$ cat src/rtl/vga_sync_decoder.sv
// -----------------------------------------------------------------------------
// vga_sync_decoder
//
// Recovers pixel coordinates from a VGA-style stream (active-low hsync/vsync
// plus 3-3-2 RGB). It qualifies everything on i_pix_stb. It locks onto the
// line timing first and then onto the frame timing. Once locked it emits the
// visible pixels with their x/y position.
//
// Pipeline: each strobe registers hs/vs/RGB. On the next strobe that sample is
// edge-checked and counted, and the result is loaded into the outputs. The
// outputs therefore describe the sample taken one strobe earlier.
//
// Optional feature: define VGA_DEC_ERRCNT_EN to build the saturating 8-bit
// error counter behind o_err_cnt. Without it, o_err_cnt is tied to zero.
//
// Ports
//   i_clk          system clock (single domain)
//   i_rst          synchronous active-high reset
//   i_pix_stb      pixel strobe; all sampling and counting happen on it only
//   i_hs, i_vs     active-low horizontal / vertical sync
//   i_red/green/blue  3/3/2-bit colour
//   o_x, o_y       decoded column / row of the visible pixel (0 when o_de=0)
//   o_de           visible pixel valid
//   o_pixel        {red,green,blue} of the decoded pixel (0 when o_de=0)
//   o_locked       line and frame timing both locked
//   o_frame_start  pulses with the pixel at x=0, y=0
//   o_err          one-strobe pulse on a timing violation while locking/locked
//   o_err_cnt      saturating count of o_err pulses (optional, else 0)
// -----------------------------------------------------------------------------
module vga_sync_decoder #(
  parameter int H_TOTAL  = 800,
  parameter int H_SYNC   = 96,
  parameter int H_BP     = 48,
  parameter int H_ACTIVE = 640,
  parameter int V_TOTAL  = 525,
  parameter int V_SYNC   = 2,
  parameter int V_BP     = 33,
  parameter int V_ACTIVE = 480
) (
  input  logic       i_clk,
  input  logic       i_rst,
  input  logic       i_pix_stb,
  input  logic       i_hs,
  input  logic       i_vs,
  input  logic [2:0] i_red,
  input  logic [2:0] i_green,
  input  logic [1:0] i_blue,
  output logic [9:0] o_x,
  output logic [8:0] o_y,
  output logic       o_de,
  output logic [7:0] o_pixel,
  output logic       o_locked,
  output logic       o_frame_start,
  output logic       o_err,
  output logic [7:0] o_err_cnt
);

  localparam logic [9:0] CNT_MAX  = 10'd1023;
  localparam logic [9:0] H_LAST   = 10'(H_TOTAL - 1);
  localparam logic [9:0] H_OVER   = 10'(H_TOTAL);
  localparam logic [9:0] V_LAST   = 10'(V_TOTAL - 1);
  localparam logic [9:0] H_ACT_LO = 10'(H_SYNC + H_BP);
  localparam logic [9:0] H_ACT_HI = 10'(H_SYNC + H_BP + H_ACTIVE);
  localparam logic [9:0] V_ACT_LO = 10'(V_SYNC + V_BP);
  localparam logic [9:0] V_ACT_HI = 10'(V_SYNC + V_BP + V_ACTIVE);

  typedef enum logic [1:0] {
    ST_SEARCH = 2'd0,
    ST_HLOCK  = 2'd1,
    ST_LOCKED = 2'd2
  } state_e;

  state_e     state_q, state_d;

  // Input sample and the sample before it, for falling-edge detection.
  logic       hs_q, vs_q, hs_prev_q, vs_prev_q;
  logic [7:0] rgb_q;

  logic [9:0] h_cnt_q, h_cnt_d;
  logic [9:0] v_cnt_q, v_cnt_d;
  logic       vpend_q, vpend_d;   // vsync seen, waiting for next hsync edge

  logic       hs_edge, vs_edge, v_reset;
  logic       h_bad, v_bad, err_d;

  logic       h_act, v_act, de_d, fs_d;
  logic [9:0] x_d;
  logic [8:0] y_d;
  logic [7:0] pixel_d;

  logic       de_q, fs_q, err_q;
  logic [9:0] x_q;
  logic [8:0] y_q;
  logic [7:0] pixel_q;

  assign hs_edge = hs_prev_q & ~hs_q;
  assign vs_edge = vs_prev_q & ~vs_q;

  // Counter next-state, meaningful only on a strobe.
  // NOTE: every signal assigned in an always_comb gets a default first, so
  // no path can leave it unassigned and infer a latch.
  always_comb begin
    h_cnt_d = h_cnt_q;
    v_cnt_d = v_cnt_q;
    vpend_d = vpend_q;
    v_reset = 1'b0;

    if (hs_edge) begin
      h_cnt_d = '0;
    end else if (h_cnt_q != CNT_MAX) begin
      h_cnt_d = h_cnt_q + 10'd1;
    end

    if (hs_edge) begin
      if (vpend_q) begin
        v_cnt_d = '0;
        v_reset = 1'b1;
        vpend_d = 1'b0;
      end else if (v_cnt_q != CNT_MAX) begin
        v_cnt_d = v_cnt_q + 10'd1;
      end
    end

    // Listed after the hsync handling on purpose. A vsync edge on the same
    // strobe as an hsync edge arms the flag for the following line, even
    // though that hsync edge just consumed the old flag.
    if (vs_edge) begin
      vpend_d = 1'b1;
    end
  end

  // A line is bad if hsync arrives at the wrong count, or if the count runs
  // one past the line length with no hsync.
  assign h_bad = hs_edge ? (h_cnt_q != H_LAST) : (h_cnt_d == H_OVER);
  assign v_bad = v_reset && (v_cnt_q != V_LAST);

  always_comb begin
    state_d = state_q;
    err_d   = 1'b0;
    if (i_pix_stb) begin
      case (state_q)
        ST_SEARCH: begin
          if (hs_edge && (h_cnt_q == H_LAST)) begin
            state_d = ST_HLOCK;
          end
        end
        ST_HLOCK: begin
          if (h_bad) begin
            err_d   = 1'b1;
            state_d = ST_SEARCH;
          end else if (v_reset) begin
            state_d = ST_LOCKED;
          end
        end
        ST_LOCKED: begin
          if (h_bad || v_bad) begin
            err_d   = 1'b1;
            state_d = ST_SEARCH;
          end
        end
        default: state_d = ST_SEARCH;
      endcase
    end
  end

  // Output decode uses the post-update state. The strobe that detects a
  // violation therefore already blanks o_de.
  assign h_act   = (h_cnt_d >= H_ACT_LO) && (h_cnt_d < H_ACT_HI);
  assign v_act   = (v_cnt_d >= V_ACT_LO) && (v_cnt_d < V_ACT_HI);
  assign de_d    = (state_d == ST_LOCKED) && h_act && v_act;
  assign x_d     = de_d ? (h_cnt_d - H_ACT_LO) : '0;
  assign y_d     = de_d ? 9'(v_cnt_d - V_ACT_LO) : '0;
  assign pixel_d = de_d ? rgb_q : '0;
  assign fs_d    = de_d && (h_cnt_d == H_ACT_LO) && (v_cnt_d == V_ACT_LO);

  // NOTE: sequential state uses non-blocking assignments only. Every flop
  // then samples pre-edge values, whatever order the statements are in.
  always_ff @(posedge i_clk) begin
    if (i_rst) begin
      state_q <= ST_SEARCH;
    end else begin
      state_q <= state_d;
    end
  end

  always_ff @(posedge i_clk) begin
    if (i_rst) begin
      // Previous samples start high, so a low first sample counts as an edge.
      hs_q      <= 1'b1;
      vs_q      <= 1'b1;
      hs_prev_q <= 1'b1;
      vs_prev_q <= 1'b1;
      rgb_q     <= '0;
      h_cnt_q   <= '0;
      v_cnt_q   <= '0;
      vpend_q   <= 1'b0;
      de_q      <= 1'b0;
      x_q       <= '0;
      y_q       <= '0;
      pixel_q   <= '0;
      fs_q      <= 1'b0;
      err_q     <= 1'b0;
    end else if (i_pix_stb) begin
      hs_q      <= i_hs;
      vs_q      <= i_vs;
      hs_prev_q <= hs_q;
      vs_prev_q <= vs_q;
      rgb_q     <= {i_red, i_green, i_blue};
      h_cnt_q   <= h_cnt_d;
      v_cnt_q   <= v_cnt_d;
      vpend_q   <= vpend_d;
      de_q      <= de_d;
      x_q       <= x_d;
      y_q       <= y_d;
      pixel_q   <= pixel_d;
      fs_q      <= fs_d;
      err_q     <= err_d;
    end
  end

`ifdef VGA_DEC_ERRCNT_EN
  logic [7:0] err_cnt_q, err_cnt_d;

  assign err_cnt_d = (err_d && (err_cnt_q != 8'hFF)) ? err_cnt_q + 8'd1 : err_cnt_q;

  always_ff @(posedge i_clk) begin
    if (i_rst) begin
      err_cnt_q <= '0;
    end else if (i_pix_stb) begin
      err_cnt_q <= err_cnt_d;
    end
  end

  assign o_err_cnt = err_cnt_q;
`else
  assign o_err_cnt = '0;
`endif

  assign o_x           = x_q;
  assign o_y           = y_q;
  assign o_de          = de_q;
  assign o_pixel       = pixel_q;
  assign o_locked      = (state_q == ST_LOCKED);
  assign o_frame_start = fs_q;
  assign o_err         = err_q;

endmodule

$ cat config.mk
export PLATFORM = sky130hd
export DESIGN_NAME = vga_sync_decoder
export DESIGN_NICKNAME = d
export VERILOG_FILES = /design/src/rtl/vga_sync_decoder.sv
export SDC_FILE = /design/constraint.sdc
export NUM_CORES = 1
export LEC_CHECK = 0
export ABC_AREA = 0
export CAP_MARGIN = 10
export CORE_AREA = 2 2 90 92
export CTS_CLUSTER_SIZE = 10
export DETAILED_ROUTE_END_ITERATION = 8
export DIE_AREA = 0 0 92 94
export PLACE_DENSITY = 0.8
export SYNTH_ARGS = -nofsm -noshare
export SYNTH_HDL_FRONTEND = slang
export SYNTH_SLANG_ARGS = --single-unit
$ cat constraint.sdc
create_clock -name i_clk -period 3.79 [get_ports i_clk]
set_input_delay 0.379 -clock i_clk [delete_from_list [all_inputs] [get_ports i_clk]]
set_output_delay 0.379 -clock i_clk [all_outputs]
set_load 0.005 [all_outputs]
==> impl_results.md <==
* Min cycle time layout at 3.53 ns
* Hold Path Class: flop to flop
* Vias/cell at 5.98
* # setup viols final at 0
* Async S/R FF share, synth at 0%
* Layout cells sized above 1 at 10.9%
* GP Congestion at 0.968
* Num CTS Buffers at 9
* Synth-to-Final Area Change at 19.5%
* Pwr/cell area at 324 nW/um^2
* First-pass GRT wire length at 16200 um
* Worst-path fanout max at 28
* Top FF cell, synth: dfxtp_1
* Hold_sp: o_de$_SDFFE_PP0P_
* Worst slew pin tran at 1.10 ns
* Row count at 32
* # IOs at 52
* Overall Power at 1.46 mW
* DRT iter0 DRCs at 307
* Clock slew at reported path FFs at 0.08 ns
* Die Ht at 94 um
* Synth top area share at 34.5%
* Die W at 92 um
* Distinct cells, synth at 75
* Overall routed net length at 9610 um
* Slew HR at 26.9%
* Avg Cell Area, Syn at 8.54 um^2
* Register bit count reported by yosys at 65
* WP data arrival at 3.82 ns
* Outcome: finished clean
* Pre-antenna DRT Iters at 5
* # H-tree levels at 3
* Fmax at 0.283 GHz
* Fillers at 681
* Gr ovfl total at 0
* RSZ-0062 raised after global routing: no
* Worst Setup SP: v_cnt_q[1]$_SDFFE_PP0P_
* Crit end category: flop
* Drt wl/cell at 16.3 um
* CTS root buf: clkbuf_8
* Post-Syn Instances at 442
* Final nets at 505
* CTS tree: built
* Sink count of the clock tree at 65
* Maximum clock path buffer count at 2
* Antenna-violating nets left at 0
* WP data required at 4.08 ns
* Fin Setup TNS at 0 ns
* CORE AREA at 7610 um^2
* Reg2reg start: v_cnt_q[1]$_SDFFE_PP0P_
* Initial antenna violation count at 0
* Routed via count at 3516
* Vias in the first global route at 3358
* Peak VDD IR at 212 uV
* Max-cap violations at 0
* Pin count of the biggest net entering global routing at 30
* Worst skew pair latency at 0.35 ns
* CTS Hold Bufs at 0
* Hold Vio Cnt, Final at 0
* Post-CTS setup buffers at 0
* Port Buffer Count at 43
* Initial Util at 49.6%
* Synth area leaders: dfxtp_1 34%, a22o_1 6.0%, mux2i_1 5.0%, nor2_1 4.6%, ha_1 3.6%
* Die area at 8650 um^2
* Clock Skew at 0.00787 ns
* WS Path Type: flop to flop
* EDFF count, synth at 0
* GRT Total Usage at 23.3%
* Max Slew Vio Count at 0
* Seq/Total Area, Yosys at 34.5%
* Fin crit share at 93.1%
* Ant. Diodes at 0
* Mapped cell area at 3770 um^2
* Area leader, netlist: dfxtp_1
* Post-DP HPWL at 6980 um
* Worst setup SP type: flop
* Static leakage at 1.72 nW
* Yosys warns at 0
* DRC at 0
## where the power goes
part	switching [mW]	internal (mW)	leakage (nW)
Clock	0.298	0.309	0.100
Sequential	0.0151	0.695	0.527
Combinational	0.0844	0.0611	1.09
## sequential cells by signal (all words and copies together), names as in the netlist
signal / cells
h_cnt_q: 10
o_y: 9
state_q: 2
vs_q: 1
hs_q: 1
hs_prev_q: 1
o_pixel: 8
vs_prev_q: 1
o_x: 10
o_frame_start: 1
o_de: 1
rgb_q: 8
vpend_q: 1
v_cnt_q: 10
o_err: 1
## stage by stage
step	instance area [um^2]	hold slack (ns)	util, %	cells	worst slack (ns)
finish	4510	0.459	59.3	588	0.262
global route	4510	0.490	59.3	588	0.0322
CTS	4510	0.461	59.2	588	0.152
detailed placement	4300	0.442	56.6	572	0.199
global placement	4300	0.435	56.6	572	0.275
floorplan	3800	0.442	-	449	0.155
## layout by cell type, fill, tap and decap left out, drive strengths merged, types with 12 or more instances in the layout
| master | Yosys | routed |
|---|---|---|
| dfxtp | 65 | 65 |
| nor2 | 46 | 46 |
| clkdlybuf4s50 | 0 | 42 |
| a22o | 26 | 26 |
| nand2 | 24 | 24 |
| buf | 20 | 23 |
| a21oi | 21 | 21 |
| mux2i | 19 | 19 |
| inv | 17 | 19 |
| nor3 | 17 | 17 |
| nand3 | 12 | 12 |
## worst max-delay path: stages (launching register included)
cell and delay (ns):
dfxtp_1 0.43, ha_1 0.24, nand2_2 0.12, nor3_2 0.24, nor2_1 0.11, mux2i_1 0.20, nor2_1 0.07, ha_1 0.20
or4_4 0.54, or4_4 0.50, a2111oi_4 0.42, buf_12 0.22, a32o_1 0.17
## repair_timing
item                                    in CTS  in global routing
hold endpoints to repair                     0                  0
endpoints found under the setup margin       0                 27
gates resized for setup                      0                  1
## cell usage after synthesis, types with 3 or more instances
master and n:
dfxtp_1 65, nor2_1 46, a22o_1 26, clkbuf_1 23
nand2_1 23, a21oi_1 21, mux2i_1 19, inv_1 17
nor3_1 17, nand3_1 12, ha_1 11, a211oi_1 10
nand4_1 10, buf_4 9, nor2b_1 8, o21ai_0 8
xnor2_1 7, a211o_1 6, a31oi_1 5, a41oi_1 5
or3_1 5, a21o_1 4, a311oi_1 4, and3_1 4
buf_1 4, buf_2 4, a32oi_1 3, and2_1 3
buf_6 3, o31ai_1 3, xor2_1 3
## layer usage
metal	track usage, %	vias up	share of wire [%]
li1	-	1706	-
met1	30.4	1697	45
met2	38.7	98	49
met3	5.38	15	4.6
met4	6.59	0	1.4
met5	0	-	0
## final timing paths
| kind | endpoint | slack [ns] | cells past startpoint |
|---|---|---|---|
| setup / recovery | o_x[0]$_SDFFE_PP0P_ | 0.26 | 12 |
| hold / removal | o_de$_SDFFE_PP0P_ | 0.46 | 1 |
| setup reg to reg | o_x[0]$_SDFFE_PP0P_ | 0.26 | 12 |
| hold reg to reg | o_de$_SDFFE_PP0P_ | 0.46 | 1 |
## logic make-up (layout without fill, tap and decap cells)
group / Yosys count / in the layout / share of synthesized area (%)
buf+inv: 61 / 98 / 7.79
xor+xnor: 10 / 10 / 2.32
simple gates: 152 / 152 / 21.3
mux: 19 / 19 / 5.04
compound gates: 123 / 123 / 25.3
fa+ha+maj: 11 / 11 / 3.65
flops: 65 / 65 / 34.5
other cells: 1 / 8 / 0.0993
## cell type report
class	instances	area (um^2)	area share (%)
Clock buffer	9	124	2.75
Clock inverter	7	77.6	1.72
Inverter	17	63.8	1.41
Multi-Input combinational cell	323	2210	49.1
Sequential cell	65	1300	28.8
Tap cell	102	128	2.83
Timing Repair Buffer	65	603	13.4
Note: power is estimated with default switching activity, not from simulation.
